### config.mk
export PLATFORM = sky130hd
export DESIGN_NAME = clock_calendar_core_flat
export DESIGN_NICKNAME = d
export VERILOG_FILES = /design/src/rtl/clock_calendar_core_pkg.sv /design/src/rtl/clock_calendar_core_if.sv /design/src/rtl/clock_calendar_core_month_days.sv /design/src/rtl/clock_calendar_core.sv /design/src/flat_wrapper.sv
export SDC_FILE = /design/constraint.sdc
export NUM_CORES = 1
export LEC_CHECK = 0
export ABC_AREA = 1
export CAP_MARGIN = 20
export CORE_ASPECT_RATIO = 1.1
export CORE_MARGIN = 3
export CORE_UTILIZATION = 51
export CTS_BUF_LIST = sky130_fd_sc_hd__clkbuf_8
export DETAILED_ROUTE_END_ITERATION = 10
export PLACE_DENSITY_LB_ADDON = 0.2
export SETUP_SLACK_MARGIN = 0.3
export SLEW_MARGIN = 10
export SYNTH_ARGS = -nofsm -noshare
export SYNTH_HDL_FRONTEND = slang
export SYNTH_SLANG_ARGS = --single-unit
### constraint.sdc
create_clock -name clk18 -period 2.7 [get_ports clk18]
set_input_delay 0.675 -clock clk18 [delete_from_list [all_inputs] [get_ports clk18]]
set_output_delay 0.675 -clock clk18 [all_outputs]
set_load 0.1 [all_outputs]
### src/rtl/clock_calendar_core_pkg.sv
// Shared widths, field selectors and month constants for the clock/calendar core.
package clk_cal_pkg;

  localparam int SS_W   = 6;
  localparam int MM_W   = 6;
  localparam int HH_W   = 5;
  localparam int DAY_W  = 5;
  localparam int MON_W  = 4;
  localparam int YEAR_W = 12;

  localparam logic [2:0] FLD_SS   = 3'd0;
  localparam logic [2:0] FLD_MM   = 3'd1;
  localparam logic [2:0] FLD_HH   = 3'd2;
  localparam logic [2:0] FLD_DAY  = 3'd3;
  localparam logic [2:0] FLD_MON  = 3'd4;
  localparam logic [2:0] FLD_YEAR = 3'd5;

  localparam logic [MON_W-1:0] JAN = 4'd1;
  localparam logic [MON_W-1:0] FEB = 4'd2;
  localparam logic [MON_W-1:0] APR = 4'd4;
  localparam logic [MON_W-1:0] JUN = 4'd6;
  localparam logic [MON_W-1:0] SEP = 4'd9;
  localparam logic [MON_W-1:0] NOV = 4'd11;
  localparam logic [MON_W-1:0] DEC = 4'd12;

  localparam logic [SS_W-1:0] SS_MAX = 6'd59;
  localparam logic [MM_W-1:0] MM_MAX = 6'd59;
  localparam logic [HH_W-1:0] HH_MAX = 5'd23;

  // Divisible-by-4 is exact across 2000..2099 because 2000 is a 400-year.
  function automatic logic is_leap(input logic [YEAR_W-1:0] year);
    return (year[1:0] == 2'b00);
  endfunction

endpackage

### src/rtl/clock_calendar_core_if.sv
// Control inputs and time/date outputs of the clock/calendar core.
interface clock_calendar_core_if;
  import clk_cal_pkg::*;

  logic              tick;
  logic              set_en;
  logic [2:0]        set_field;
  logic              set_inc;
  logic [SS_W-1:0]   ss;
  logic [MM_W-1:0]   mm;
  logic [HH_W-1:0]   hh;
  logic [DAY_W-1:0]  day;
  logic [MON_W-1:0]  mon;
  logic [YEAR_W-1:0] year;
  logic              leap;
  logic              day_roll;

  modport master (
    output tick, set_en, set_field, set_inc,
    input  ss, mm, hh, day, mon, year, leap, day_roll
  );

  modport slave (
    input  tick, set_en, set_field, set_inc,
    output ss, mm, hh, day, mon, year, leap, day_roll
  );

endinterface

### src/rtl/clock_calendar_core_month_days.sv
// Days in a month (1..12) given the leap flag of the year.
module month_days
  import clk_cal_pkg::*;
(
  input  logic [MON_W-1:0] mon_i,
  input  logic             leap_i,
  output logic [DAY_W-1:0] dim_o
);

  always_comb begin
    case (mon_i)
      FEB:                dim_o = leap_i ? 5'd29 : 5'd28;
      APR, JUN, SEP, NOV: dim_o = 5'd30;
      default:            dim_o = 5'd31;
    endcase
  end

endmodule

### src/rtl/clock_calendar_core.sv
// hh:mm:ss plus day/month/year counter with leap years and a frozen-time set mode.
module clock_calendar_core
  import clk_cal_pkg::*;
#(
  parameter int YEAR_MIN = 2000,
  parameter int YEAR_MAX = 2099,
  parameter int RST_YEAR = 2022,
  parameter int RST_MON  = 11,
  parameter int RST_DAY  = 24
) (
  input  logic                  clk18,
  input  logic                  rst,
  clock_calendar_core_if.slave  bus
);

  localparam logic [YEAR_W-1:0] Y_MIN   = YEAR_W'(YEAR_MIN);
  localparam logic [YEAR_W-1:0] Y_MAX   = YEAR_W'(YEAR_MAX);
  localparam logic [YEAR_W-1:0] Y_RST   = YEAR_W'(RST_YEAR);
  localparam logic [MON_W-1:0]  MON_RST = MON_W'(RST_MON);
  localparam logic [DAY_W-1:0]  DAY_RST = DAY_W'(RST_DAY);

  logic [SS_W-1:0]   ss_q,   ss_d;
  logic [MM_W-1:0]   mm_q,   mm_d;
  logic [HH_W-1:0]   hh_q,   hh_d;
  logic [DAY_W-1:0]  day_q,  day_d;
  logic [MON_W-1:0]  mon_q,  mon_d;
  logic [YEAR_W-1:0] year_q, year_d;
  logic              day_roll_q, day_roll_d;

  logic              leap_cur, leap_cand;
  logic [DAY_W-1:0]  dim_cur, dim_cand;
  logic [MON_W-1:0]  mon_inc, cand_mon;
  logic [YEAR_W-1:0] year_inc, cand_year;
  logic              state_ok;

  assign leap_cur = is_leap(year_q);
  assign mon_inc  = (mon_q >= DEC) ? JAN : mon_q + 4'd1;
  assign year_inc = (year_q >= Y_MAX || year_q < Y_MIN) ? Y_MIN : year_q + 12'd1;

  // The clamp needs the month length of the date *after* a month/year set step.
  always_comb begin
    cand_mon  = mon_q;
    cand_year = year_q;
    if (bus.set_field == FLD_MON)  cand_mon  = mon_inc;
    if (bus.set_field == FLD_YEAR) cand_year = year_inc;
  end

  assign leap_cand = is_leap(cand_year);

  month_days u_dim_cur (
    .mon_i  (mon_q),
    .leap_i (leap_cur),
    .dim_o  (dim_cur)
  );

  month_days u_dim_cand (
    .mon_i  (cand_mon),
    .leap_i (leap_cand),
    .dim_o  (dim_cand)
  );

  assign state_ok = (ss_q <= SS_MAX) && (mm_q <= MM_MAX) && (hh_q <= HH_MAX) &&
                    (day_q != '0) && (day_q <= dim_cur) &&
                    (mon_q != '0) && (mon_q <= DEC) &&
                    (year_q >= Y_MIN) && (year_q <= Y_MAX);

  // NOTE: every _d gets its hold value first so no path through this block can infer a latch.
  always_comb begin
    ss_d       = ss_q;
    mm_d       = mm_q;
    hh_d       = hh_q;
    day_d      = day_q;
    mon_d      = mon_q;
    year_d     = year_q;
    day_roll_d = 1'b0;

    if (!bus.set_en) begin
      if (bus.tick) begin
        if (!state_ok) begin
          ss_d   = '0;
          mm_d   = '0;
          hh_d   = '0;
          day_d  = DAY_RST;
          mon_d  = MON_RST;
          year_d = Y_RST;
        end else if (ss_q != SS_MAX) begin
          ss_d = ss_q + 6'd1;
        end else begin
          ss_d = '0;
          if (mm_q != MM_MAX) begin
            mm_d = mm_q + 6'd1;
          end else begin
            mm_d = '0;
            if (hh_q != HH_MAX) begin
              hh_d = hh_q + 5'd1;
            end else begin
              hh_d       = '0;
              day_roll_d = 1'b1;
              if (day_q != dim_cur) begin
                day_d = day_q + 5'd1;
              end else begin
                day_d = 5'd1;
                if (mon_q != DEC) begin
                  mon_d = mon_q + 4'd1;
                end else begin
                  mon_d  = JAN;
                  year_d = (year_q == Y_MAX) ? Y_MIN : year_q + 12'd1;
                end
              end
            end
          end
        end
      end
    end else if (bus.set_inc) begin
      case (bus.set_field)
        FLD_SS:  ss_d  = (ss_q >= SS_MAX) ? '0 : ss_q + 6'd1;
        FLD_MM:  mm_d  = (mm_q >= MM_MAX) ? '0 : mm_q + 6'd1;
        FLD_HH:  hh_d  = (hh_q >= HH_MAX) ? '0 : hh_q + 5'd1;
        FLD_DAY: day_d = (day_q >= dim_cur) ? 5'd1 : day_q + 5'd1;
        FLD_MON, FLD_YEAR: begin
          mon_d  = cand_mon;
          year_d = cand_year;
          if (day_q > dim_cand) day_d = dim_cand;
        end
        default: ;
      endcase
    end
  end

  // NOTE: sequential state uses non-blocking assignments so every register samples pre-edge values.
  always_ff @(posedge clk18 or posedge rst) begin
    if (rst) begin
      ss_q       <= '0;
      mm_q       <= '0;
      hh_q       <= '0;
      day_q      <= DAY_RST;
      mon_q      <= MON_RST;
      year_q     <= Y_RST;
      day_roll_q <= 1'b0;
    end else begin
      ss_q       <= ss_d;
      mm_q       <= mm_d;
      hh_q       <= hh_d;
      day_q      <= day_d;
      mon_q      <= mon_d;
      year_q     <= year_d;
      day_roll_q <= day_roll_d;
    end
  end

  assign bus.ss       = ss_q;
  assign bus.mm       = mm_q;
  assign bus.hh       = hh_q;
  assign bus.day      = day_q;
  assign bus.mon      = mon_q;
  assign bus.year     = year_q;
  assign bus.leap     = leap_cur;
  assign bus.day_roll = day_roll_q;

endmodule

### src/flat_wrapper.sv
// flat-port wrapper written by rule: the top's interface ports become plain ports
module clock_calendar_core_flat import clk_cal_pkg::*;
#(
  parameter int YEAR_MIN = 2000,
  parameter int YEAR_MAX = 2099,
  parameter int RST_YEAR = 2022,
  parameter int RST_MON  = 11,
  parameter int RST_DAY  = 24
)
  (clk18, rst, bus_tick, bus_set_en, bus_set_field, bus_set_inc, bus_ss, bus_mm, bus_hh, bus_day, bus_mon, bus_year, bus_leap, bus_day_roll);
  clock_calendar_core_if bus_i ();
  input  logic clk18;
  input  logic rst;
  input wire logic [$bits(bus_i.tick)-1:0] bus_tick;
  input wire logic [$bits(bus_i.set_en)-1:0] bus_set_en;
  input wire logic [$bits(bus_i.set_field)-1:0] bus_set_field;
  input wire logic [$bits(bus_i.set_inc)-1:0] bus_set_inc;
  output wire logic [$bits(bus_i.ss)-1:0] bus_ss;
  output wire logic [$bits(bus_i.mm)-1:0] bus_mm;
  output wire logic [$bits(bus_i.hh)-1:0] bus_hh;
  output wire logic [$bits(bus_i.day)-1:0] bus_day;
  output wire logic [$bits(bus_i.mon)-1:0] bus_mon;
  output wire logic [$bits(bus_i.year)-1:0] bus_year;
  output wire logic [$bits(bus_i.leap)-1:0] bus_leap;
  output wire logic [$bits(bus_i.day_roll)-1:0] bus_day_roll;
  assign bus_i.tick = bus_tick;
  assign bus_i.set_en = bus_set_en;
  assign bus_i.set_field = bus_set_field;
  assign bus_i.set_inc = bus_set_inc;
  assign bus_ss = bus_i.ss;
  assign bus_mm = bus_i.mm;
  assign bus_hh = bus_i.hh;
  assign bus_day = bus_i.day;
  assign bus_mon = bus_i.mon;
  assign bus_year = bus_i.year;
  assign bus_leap = bus_i.leap;
  assign bus_day_roll = bus_i.day_roll;
  clock_calendar_core #(.YEAR_MIN(YEAR_MIN), .YEAR_MAX(YEAR_MAX), .RST_YEAR(RST_YEAR), .RST_MON(RST_MON), .RST_DAY(RST_DAY)) u_core (.clk18(clk18), .rst(rst), .bus(bus_i));
endmodule
# Word level (Yosys, flattened, before mapping)

Index checks and enable logic that the tools add are counted.

Eq/ne operators: 34
$lt $le $gt $ge: 15
Multiplexer cells: 70
Reduce and logical (&&, ||, !) cells: 25
$add $sub $neg: 6

Operators with widths:

| cell                                                                                  | count |
|---|---|
| 12-bit 2-to-1 mux                                                                     | 13 |
| 5-bit 2-to-1 mux                                                                      | 19 |
| 6-bit 2-to-1 mux                                                                      | 15 |
| 4-bit 2-to-1 mux                                                                      | 12 |
| 5-bit case mux with 2 select lines                                                    | 3 |
| 4-bit by 3-bit == test with 1-bit output, second input constant                       | 4 |
| 4-bit == test, second input constant                                                  | 4 |
| 3-bit != test, second input constant                                                  | 5 |
| 7-bit AND reduction                                                                   | 2 |
| 12-bit by 1-bit adder with 12-bit output, second input constant                       | 1 |
| 6-bit by 1-bit adder with 6-bit output, second input constant                         | 2 |
| 12-bit == test, second input constant                                                 | 1 |
| 12-bit by 11-bit greater-or-equal comparator with 1-bit output, second input constant | 1 |
| 12-bit greater-or-equal comparator, second input constant                             | 1 |
| 6-bit greater-or-equal comparator, second input constant                              | 2 |
| 12-bit less-or-equal comparator, second input constant                                | 1 |
| 6-bit less-or-equal comparator, second input constant                                 | 2 |
| 12-bit by 11-bit less-than comparator with 1-bit output, second input constant        | 1 |
| 2-bit by 1-bit != test with 1-bit output, second input constant                       | 6 |
| 6-bit != test, second input constant                                                  | 2 |
| 5-bit by 1-bit adder with 5-bit output, second input constant                         | 2 |
| 9-bit AND reduction                                                                   | 1 |
| 4-bit by 2-bit == test with 1-bit output, second input constant                       | 2 |
| 1-bit logical AND                                                                     | 8 |
| other kinds (29)                                                                      | 40 |

Output and inout port bits: 40
Bits of input ports: 8
Word-level logic and storage cells: 158
Bits in registers: 39

# Longest topological paths before layout

Gate-level depths: netlist (run 1).

Depth after elaboration: 12
Depth in mapped cells: 20
Depth with buffers taken out: 20

# Modules after synthesis

A second synthesis (run 1) with hierarchy kept.

Cells, all modules: 522
Area total of the unflattened synthesis: 3402.0 sq um

By module, submodules not included:

| module              | area an instance (sq um) | sequential area each (sq um) | times used | cells each |
|---|---|---|---|---|
| clock_calendar_core | 3249.4                   | 992.2                        | 1          | 490 |
| month_days          | 76.3                     | 0.0                          | 2          | 16 |

# Least setup slack after synthesis (run 1)

Ideal clock, no wire load.

Path type: reg-to-reg
Start point: register u_core.year_q[0], in the netlist u_core.bus.year[0]
End point: register u_core.mon_q[2], in the netlist u_core.bus.mon[2]
Period minus slack after synthesis: 3439 ps
Data required time: 2583 ps
Cell stages (with the launch flop): 17
Path slack: -739 ps
Data arrival time: 3322 ps
Library setup time: 117 ps
Cells stage by stage: dfrtp_1 -> inv_1 -> ha_1 -> inv_1 -> a22oi_1 -> ha_1 -> nand2_1 -> nand3_1 -> nand4_1 -> nor2_4 -> buf_6 -> nand2_8 -> nand2_2 -> nor2_2 -> nand2_2 -> nand2_1 -> nand2_1

Longest elaborated chain between the ends: 12
Elaborated cells on any way between the ends: 20
Classes of those cells: 3 x order compare; 5 x eq/ne; 5 x mux; 7 x reduce/logical

RTL lines:

| element                                                                                | RTL line                             | source |
|---|---|---|
| from (decl)                                                                            | clock_calendar_core.sv:27            | `logic [YEAR_W-1:0] year_q, year_d;` |
| from (signal assigned)                                                                 | clock_calendar_core.sv:146           | `year_q <= year_d;` |
| 2-bit zero test (*)                                                                    | clock_calendar_core_pkg.sv:32        | `return (year[1:0] == 2'b00);` |
| via bus_leap                                                                           | flat_wrapper.sv:24                   | `output wire logic [$bits(bus_i.leap)-1:0] bus_leap;` |
| 1-bit 2-to-1 mux (*)                                                                   | clock_calendar_core_month_days.sv:12 | `FEB: dim_o = leap_i ? 5'd29 : 5'd28;` |
| 5-bit case mux with 2 select lines (*)                                                 | clock_calendar_core_month_days.sv:11 | `case (mon_i)` |
| parallel branches: the longest is 9 deep, another holds 5-bit less-or-equal comparator | --                                   |  |
| to (signal assigned)                                                                   | clock_calendar_core.sv:145           | `mon_q <= mon_d;` |
| to (decl)                                                                              | clock_calendar_core.sv:26            | `logic [MON_W-1:0] mon_q, mon_d;` |

Mark *: on every way through the listed nets, which the timed path passes. The select of a mux whose other input is x is not followed.
A chain may end at the register's enable or synchronous reset.

# Worst setup path after layout (run 1)

Start point: register u_core.mon_q[1], in the netlist u_core.bus.mon[1]
End point: register u_core.day_q[0], in the netlist u_core.bus.day[0]

Longest elaborated chain between the ends: 12
Elaborated cells on any way between the ends: 45
Classes of those cells: 1 x add/sub; 5 x order compare; 15 x eq/ne; 15 x mux; 9 x reduce/logical

RTL lines:

| element                                                                     | RTL line                   | source |
|---|---|---|
| parallel branches: the longest is 12 deep, another holds 5-bit > comparator | --                         |  |
| to (signal assigned)                                                        | clock_calendar_core.sv:144 | `day_q <= day_d;` |
| to (decl)                                                                   | clock_calendar_core.sv:25  | `logic [DAY_W-1:0] day_q, day_d;` |

Parallel ways; which one is timed is not known. The select of a mux whose other input is x is not followed.

==> flow_summary.ini, run 1 <==
[final_layout]
fin_util = 0.778
area_growth_syn_to_layout_pct = 46.0
diodes = 0
fin_area_sq_um = 4850
final_nets = 629
drive_gt1_frac = 0.404

[flow_run]
maxCapViolCount = 0

[route]
drc = 0
wl_met3_um = 506
via_per_inst = 5.43
vias = 3728
met2WireLength_um = 5110
antenna_left = 0
drt_iter0_markers = 162
finalWirelength_um = 10100
dr.pass1.iters = 4
wl_met1_um = 4050
top_layer_used = met4
wl_per_cell_um = 14.6

[pwr]
vdd_ir_drop_max_mv = 0.722
power-per-cell-area_nw_per_um2 = 861
p_leak_nw = 2.41

[synth]
ys_warn_count = 0
seq_area_frac_synth = 0.299
yosys_register_bits = 39
synthCells = 498
synth.cell_area_sq_um = 3320
synth_edf_count = 0
synthesis.nets = 521
synth.avg_cell_area_sq_um = 6.67
async_reset_ff_frac = 1.00
ys.flop_type = dfrtp_1
synthDistinctLibCells = 41

[cts]
clk_pin_slew_worst_paths_ps = 80
cts_inserted_buffers = 5
cts_tree = yes
htree_levels = 2
clock_latency_ps = 290
cts.sinks = 39
ctsHoldBuffers = 0
clockRootBuffer = clkbuf_8
clockBufferDepth = 2

[sta]
fin_ws_ps = -163
final-max-slew-violation-count = 0
setup_viol = 26
min_period_over_period = 1.06
relSlewSlack = 0.627
holdWs_ps = 513
rsz0062_at_grt = true
worst_clock_skew_ps = 9.00
max_freq_mhz = 349
period_needed_ps = 2860
tightest_slew_ps = 556
hold_viol = 0

[setup_path]
timing.rr.end = u_core.bus.day[0]
crit_slowest_cell = dfstp_4
crit_buf_inv = 5
timing.rr.start = u_core.bus.mon[1]
ff2ff_path_depth = 18
path_delay_family = simple AND/OR/NAND/NOR gates
required_ps = 2890
cp_slowest_stage_delay_ps = 660
cp-start-kind = flop
critPathCaptureType = flop
crit_type = reg2reg
ff2ff_setup_slack_ps = -160
path_max_fanout = 5
cp.arrival_ps = 3050
crit_chain = buf_6 -> ha_4 -> xnor2_2 -> nor2_1 -> nor2_2 -> nand3_2 -> buf_4 -> inv_1 -> ha_4 -> inv_1 -> nor2_1 -> o211ai_1 -> a21oi_1 -> nand2_2 -> nor2_4 -> inv_2 -> nand2_1 -> nand2_1

[run_status]
outcome = finished, violations left
violations = setup timing

[worst_hold_path]
hold_path_depth = 2
worstHoldStart = u_core.bus.year[8]
hold_class = reg2reg
min_to = u_core.bus.year[8]

[floorplan]
rows = 30
io-pin-count = 48
core-area_sq_um = 6230
die_w_um = 83.0
fp.dieH_um = 90.6
start_util = 0.533
die_area_sq_um = 7520

[placed_design]
place_ws_ps = -594
placed_area_sq_um = 4250
dp_hpwl_um = 7190
io_buffers = 47
place.gp.congestion = 0.929

[global_routing]
grt_pass1_wl_um = 16600
antenna_found_initial = 0
overflow = 0
grt_max_degree = 40
grt_pass1_vias = 3696
gr-usage-all-layers = 0.264
==> power breakdown <==
part / total [W] / leakage (nW) / switching (W) / internal (W)
clock: 0.000572 / 0.0695 / 0.000206 / 0.000366
sequential: 0.000980 / 0.483 / 0.000209 / 0.000771
combinational: 0.00262 / 1.85 / 0.00182 / 0.000801
==> per-stage QoR <==
step	cells	power, W	setup TNS, ps
CTS	678	0.00400	-4.15
global placement	658	0.00321	-2490
finish	687	0.00417	-1290
detailed placement	658	0.00328	-3620
global route	687	0.00441	-5440
floorplan	498	0.00271	-276
==> registers in the layout, indices dropped and copies added (netlist names) <==
signal               count
u_core.bus.day           5
u_core.bus.day_roll      1
u_core.bus.hh            5
u_core.bus.mm            6
u_core.bus.mon           4
u_core.bus.ss            6
u_core.bus.year         12
==> logic make-up after synthesis <==
group,synth area share
fa+ha+maj,0.0565
flops,0.299
simple gates,0.385
compound gates,0.116
buf+inv,0.0915
xor+xnor,0.0527
==> Yosys cell counts, types with 2 or more instances <==
cell      count  area (sq um)
a21oi_1      11          55.1
a31oi_1       3          18.8
and2_1        2          12.5
buf_2         3          15.0
buf_6         3          33.8
clkbuf_1      3          11.3
dfrtp_1      26           651
dfstp_2      13           342
ha_1         15           188
inv_1        57           214
inv_2         7          26.3
nand2_1     147           552
nand2_2       7          43.8
nand3_1      45           225
nand3b_1      3          22.5
nand4_1       9          56.3
nor2_1       54           203
nor2_2        4          25.0
nor2_4        3          33.8
nor3_1        3          15.0
nor4_1        2          12.5
o21ai_0      25           125
o21ai_1       8          40.0
o21ai_2       8          70.1
o31ai_1       3          22.5
xnor2_1       4          35.0
xor2_1       16           140
==> placed cells by master (no fill, tap or decap), drive strengths merged <==
master and instances:
nor3b 1, dlygate4sd2 2, nor3 4, inv 65, a21oi 11, nand3b 3
buf 102, nor4 2, o211ai 1, o21ai 41, o31ai 3, o21a 1
xnor2 4, a31o 1, and2 2, a31oi 3, a21boi 1, clkdlybuf4s50 4
nand4 9, a22oi 1, o21bai 1, dfrtp 26, xor2 16, dfstp 13
clkinv 1, nor2 62, a21o 1, ha 15, nand2 156, nand3 47
clkbuf 6, bufinv 2
==> tightest hold or removal path: cells and delay by family, from the launching register on <==
kind | cells | cell delay, ps
AOI/OAI and AO/OA | 1 | 70
and+or+nand+nor | 1 | 60
DFF | 1 | 390
==> how the worst max path moves through the flow <==
| stage | from | end | slack (ps) | depth (start not counted) |
|---|---|---|---|---|
| CTS | u_core.bus.mon[1] | u_core.bus.year[11] | -4 | 17 |
| global route | u_core.bus.mon[1] | u_core.bus.day[1] | -250 | 18 |
| detailed placement | bus_set_field[2] | u_core.bus.day[1] | -590 | 20 |
| floorplan | u_core.bus.mon[0] | u_core.bus.day[1] | -40 | 19 |
| global placement | bus_set_field[2] | u_core.bus.day[0] | -480 | 20 |
| finish | u_core.bus.mon[1] | u_core.bus.day[0] | -160 | 18 |
==> area by class of cell <==
class | instances | area [sq um]
multi-input cells | 386 | 2450
fillers | 466 | 1380
flip-flops and latches | 39 | 1020
repair buffers | 109 | 887
inverters | 65 | 262
well taps | 80 | 100
clock buffers | 5 | 68.8
clock inverters | 3 | 63.8
==> timing repair <==
| action | in CTS | in global routing |
|---|---|---|
| gates cloned | 1 | 0 |
| pin swaps | 17 | 26 |
| endpoints found under the setup margin | 39 | 39 |
| hold endpoints to repair | 0 | 0 |
| setup buffers | 11 | 9 |
| resized for setup | 32 | 69 |
==> metal layers <==
metal  up-vias  track usage
met1      1747        0.322
met2       126        0.456
met3        34       0.0447
li1       1821            -
met5         -            0
met4         0        0.117
Note: power is estimated with default switching activity, not from simulation.
==> inputs of run 2 (changes only) <==
--- a/config.mk
+++ b/config.mk
@@ -9,7 +9,7 @@
 export CAP_MARGIN = 20
 export CORE_ASPECT_RATIO = 1.1
 export CORE_MARGIN = 3
-export CORE_UTILIZATION = 51
+export CORE_UTILIZATION = 49
 export CTS_BUF_LIST = sky130_fd_sc_hd__clkbuf_8
 export DETAILED_ROUTE_END_ITERATION = 10
 export PLACE_DENSITY_LB_ADDON = 0.2
==> flow_summary.ini, run 2 (synthesized netlist as in run 1, its figures left out) <==
[setup_path]
cp.arrival_ps = 2990
crit_chain = buf_6 -> ha_4 -> o21ai_2 -> nand2_1 -> a22oi_2 -> ha_4 -> nand2_4 -> nand3_4 -> nand4_1 -> nor2_4 -> buf_12 -> o21ai_4 -> nand2_4 -> nor2_4 -> buf_12 -> buf_6 -> o21ai_2 -> nand2_1
required_ps = 2880
critPathCaptureType = flop
path_max_fanout = 8
cp-start-kind = flop
ff2ff_setup_slack_ps = -110
crit_slowest_cell = dfstp_4
crit_type = reg2reg
cp_slowest_stage_delay_ps = 670

[cts]
htree_levels = 2
cts.sinks = 39
ctsHoldBuffers = 0
cts_tree = yes
clockBufferDepth = 2
clock_latency_ps = 300
cts_inserted_buffers = 5
clk_pin_slew_worst_paths_ps = 80
clockRootBuffer = clkbuf_8

[floorplan]
io-pin-count = 48
rows = 30
core-area_sq_um = 6380
start_util = 0.521
die_area_sq_um = 7800
fp.dieH_um = 92.4
die_w_um = 84.5

[pwr]
vdd_ir_drop_max_mv = 0.912
power-per-cell-area_nw_per_um2 = 845
p_leak_nw = 2.46

[sta]
min_period_over_period = 1.04
relSlewSlack = 0.645
max_freq_mhz = 356
hold_viol = 0
period_needed_ps = 2810
worst_clock_skew_ps = 7.48
rsz0062_at_grt = true
final-max-slew-violation-count = 0
holdWs_ps = 504
tightest_slew_ps = 533
setup_viol = 21
fin_ws_ps = -106

[placed_design]
placed_area_sq_um = 4280
dp.cells = 664
dp_hpwl_um = 7220
place_ws_ps = -580
place.gp.congestion = 0.942
io_buffers = 47

[final_layout]
layout_commonest_cell = nand2_1
area_growth_syn_to_layout_pct = 46.6
layout_common_cells = nand2_1 (124), buf_4 (101), inv_1 (49)
final_nets = 641
drive_gt1_frac = 0.394
largest_reg_flops = 12
fin_area_sq_um = 4870
fin_util = 0.763
fin_cells = 699
diodes = 0

[global_routing]
grt_pass1_vias = 3540
gr-usage-all-layers = 0.262
antenna_found_initial = 0
grt_pass1_wl_um = 16700
overflow = 0
grt_max_degree = 40

[flow_run]
maxCapViolCount = 0

[route]
drc = 0
dr.pass1.iters = 5
drt_iter0_markers = 245
vias = 3760
wl_per_cell_um = 14.6
antenna_left = 0
via_per_inst = 5.38
finalWirelength_um = 10200

[worst_hold_path]
hold_class = reg2reg

[run_status]
violations = setup timing
outcome = finished, violations left
run 2: changes by cell type in the layout (fill, tap and decap cells not counted), sizes merged:
cell / change
inv: -1
bufinv: -1
buf: +12
clkinv: +2
clkbuf: -1
dlygate4sd2: +1
run 2: area by class of cell:
type	count	area, sq um
repair buffers	121	997
fillers	494	1510
multi-input cells	386	2390
flip-flops and latches	39	1020
inverters	65	254
clock inverters	3	38.8
well taps	80	100
clock buffers	5	68.8
run 2: repair_timing:
action	in CTS	in global routing
cloned	1	0
setup buffers	24	2
setup endpoints to repair	39	39
gates resized for setup	58	22
pin swaps	28	22
run 2: where the power goes:
group / internal [W] / switching, W / total (W)
logic: 0.000828 / 0.00182 / 0.00265
clock network: 0.000271 / 0.000222 / 0.000493
registers: 0.000771 / 0.000203 / 0.000974
run 2: metrics by stage:
step | TNS [ps] | power (W)
3_5_place_dp | -4230 | 0.00327
3_3_place_gp | -3320 | 0.00324
2_1_floorplan | -276 | 0.00271
4_1_cts | -52.4 | 0.00401
6_report | -841 | 0.00411
5_1_grt | -5700 | 0.00433
run 2: worst max-delay path, delay by kind of cell (launching register included):
kind,cells,cell delay [ps]
buffers and inverters,4,500
adder cells (fa/ha/maj),2,430
flip-flops,1,670
AND/OR/NAND/NOR,8,790
AO/OA/AOI/OAI,4,290
run 2: worst paths after layout:
kind,depth (start not counted),end,startpoint
worst min register to register,2,u_core.bus.year[8],u_core.bus.year[8]
worst min-delay path,2,u_core.bus.year[8],u_core.bus.year[8]
worst max register to register,18,u_core.bus.year[3],u_core.bus.mon[1]
worst max-delay path,18,u_core.bus.year[3],u_core.bus.mon[1]
min in group asynchronous,3,u_core.bus.mon[2],rst
max in group asynchronous,3,u_core.bus.year[0],rst
run 2: layer usage:
| metal | GRT usage | share of wire | up-vias |
|---|---|---|---|
| li1 | - | - | 1859 |
| met1 | 0.324 | 0.42 | 1745 |
| met2 | 0.461 | 0.50 | 132 |
| met3 | 0.0320 | 0.054 | 24 |
| met4 | 0.103 | 0.028 | 0 |
| met5 | 0 | 0 | - |
==> inputs of run 3 (changes only) <==
--- a/config.mk
+++ b/config.mk
@@ -13,7 +13,9 @@
 export CTS_BUF_LIST = sky130_fd_sc_hd__clkbuf_8
 export DETAILED_ROUTE_END_ITERATION = 10
 export PLACE_DENSITY_LB_ADDON = 0.2
+export REMOVE_ABC_BUFFERS = 1
 export SETUP_SLACK_MARGIN = 0.3
+export SKIP_CTS_REPAIR_TIMING = 1
 export SLEW_MARGIN = 10
 export SYNTH_ARGS = -nofsm -noshare
 export SYNTH_HDL_FRONTEND = slang
==> flow_summary.ini, run 3 (synthesized netlist as in run 1, its figures left out) <==
[final_layout]
layout_commonest_cell = nand2_1
final_nets = 622
area_growth_syn_to_layout_pct = 36.9
layout_common_cells = nand2_1 (133), buf_4 (85), inv_1 (51)
largest_reg_flops = 12
drive_gt1_frac = 0.328
fin_util = 0.713
diodes = 0

[cts]
clk_pin_slew_worst_paths_ps = 90
clockBufferDepth = 2
cts.sinks = 39
clockRootBuffer = clkbuf_8
htree_levels = 2
cts_tree = yes
cts_inserted_buffers = 5
clock_latency_ps = 310

[sta]
fin_ws_ps = -94.2
max_freq_mhz = 358
worst_clock_skew_ps = 8.25
rsz0062_at_grt = true
min_period_over_period = 1.03
period_needed_ps = 2790
relSlewSlack = 0.667
final-max-slew-violation-count = 0
tightest_slew_ps = 500
hold_viol = 0
setup_viol = 8

[setup_path]
ff2ff_path_depth = 19
path_max_fanout = 5
cp.arrival_ps = 2990
crit_type = reg2reg
required_ps = 2900
critPathCaptureType = flop
cp-start-kind = flop

[worst_hold_path]
hold_class = reg2reg
hold_path_depth = 2

[floorplan]
die_area_sq_um = 7800
core-area_sq_um = 6380
io-pin-count = 48
fp.dieH_um = 92.4
rows = 30
start_util = 0.521
die_w_um = 84.5

[route]
antenna_left = 0
finalWirelength_um = 9050
drc = 0
dr.pass1.iters = 4
wl_per_cell_um = 13.3
via_per_inst = 5.24
vias = 3563
drt_iter0_markers = 202

[placed_design]
place_ws_ps = -596
place.gp.congestion = 0.937
dp_hpwl_um = 6770
io_buffers = 47

[global_routing]
grtUsageMet3 = 0.0356
antenna_found_initial = 0
grt_max_degree = 40
grt_pass1_wl_um = 14700
gr-usage-met2 = 0.369
grt_busiest_layer = met2
gr-usage-all-layers = 0.227
grt_pass1_vias = 3216
grt_use_met1 = 0.311
overflow = 0

[pwr]
p_leak_nw = 2.36
power-per-cell-area_nw_per_um2 = 851
vdd_ir_drop_max_mv = 0.734

[flow_run]
maxCapViolCount = 0

[run_status]
violations = setup timing
outcome = finished, violations left
run 3: layer usage:
metal,up-vias,wire length (um)
met5,-,0
met4,0,151
met3,17,494
met2,103,4240
met1,1636,4160
li1,1807,-
run 3: layout make-up:
class	instances	area [sq um]
Multi-Input combinational cell	386	2250
Fill cell	527	1830
Sequential cell	39	993
Timing Repair Buffer	102	850
Inverter	65	249
Tap cell	80	100
Clock buffer	7	96.3
Clock inverter	1	7.51
run 3: path summary, 6_finish.rpt:
check,startpoint,endpoint,slack [ps]
worst max register to register,u_core.bus.mon[1],u_core.bus.day[0],-90
worst max-delay path,u_core.bus.mon[1],u_core.bus.day[0],-90
min in group asynchronous,rst,u_core.bus.mm[1],780
max in group asynchronous,rst,u_core.bus.year[0],1530
worst min register to register,u_core.bus.year[9],u_core.bus.year[9],500
worst min-delay path,u_core.bus.year[9],u_core.bus.year[9],500
run 3: through the flow:
stage,setup TNS [ps],std cells,cell area (sq um),hold slack [ps],total power (W)
floorplan,-29400,489,3260,713,0.00260
global placement,-3610,665,4110,484,0.00316
detailed placement,-5550,665,4110,488,0.00320
CTS,-4810,673,4220,502,0.00366
global route,-4850,680,4550,531,0.00410
finish,-438,680,4550,504,0.00387
run 3: power breakdown:
part | switching (W) | internal [W] | total, W | leakage, nW
clock network | 0.000229 | 0.000233 | 0.000461 | 0.0505
registers | 0.000184 | 0.000756 | 0.000940 | 0.488
logic | 0.00175 | 0.000725 | 0.00247 | 1.82
run 3: worst max-delay path, cell delays in order, from the launching register on:
cell	delay, ps
dfstp_2	630
inv_4	60
ha_4	260
nand2_2	50
nand2_1	90
nand2_1	80
nor2_1	140
nand3_2	110
nor2_1	110
nand2_1	70
nand2_2	90
ha_4	210
nand2_2	60
o211ai_1	90
a21oi_1	170
nand2_2	110
nor2_4	200
inv_2	50
nand2_1	50
nand2_1	50
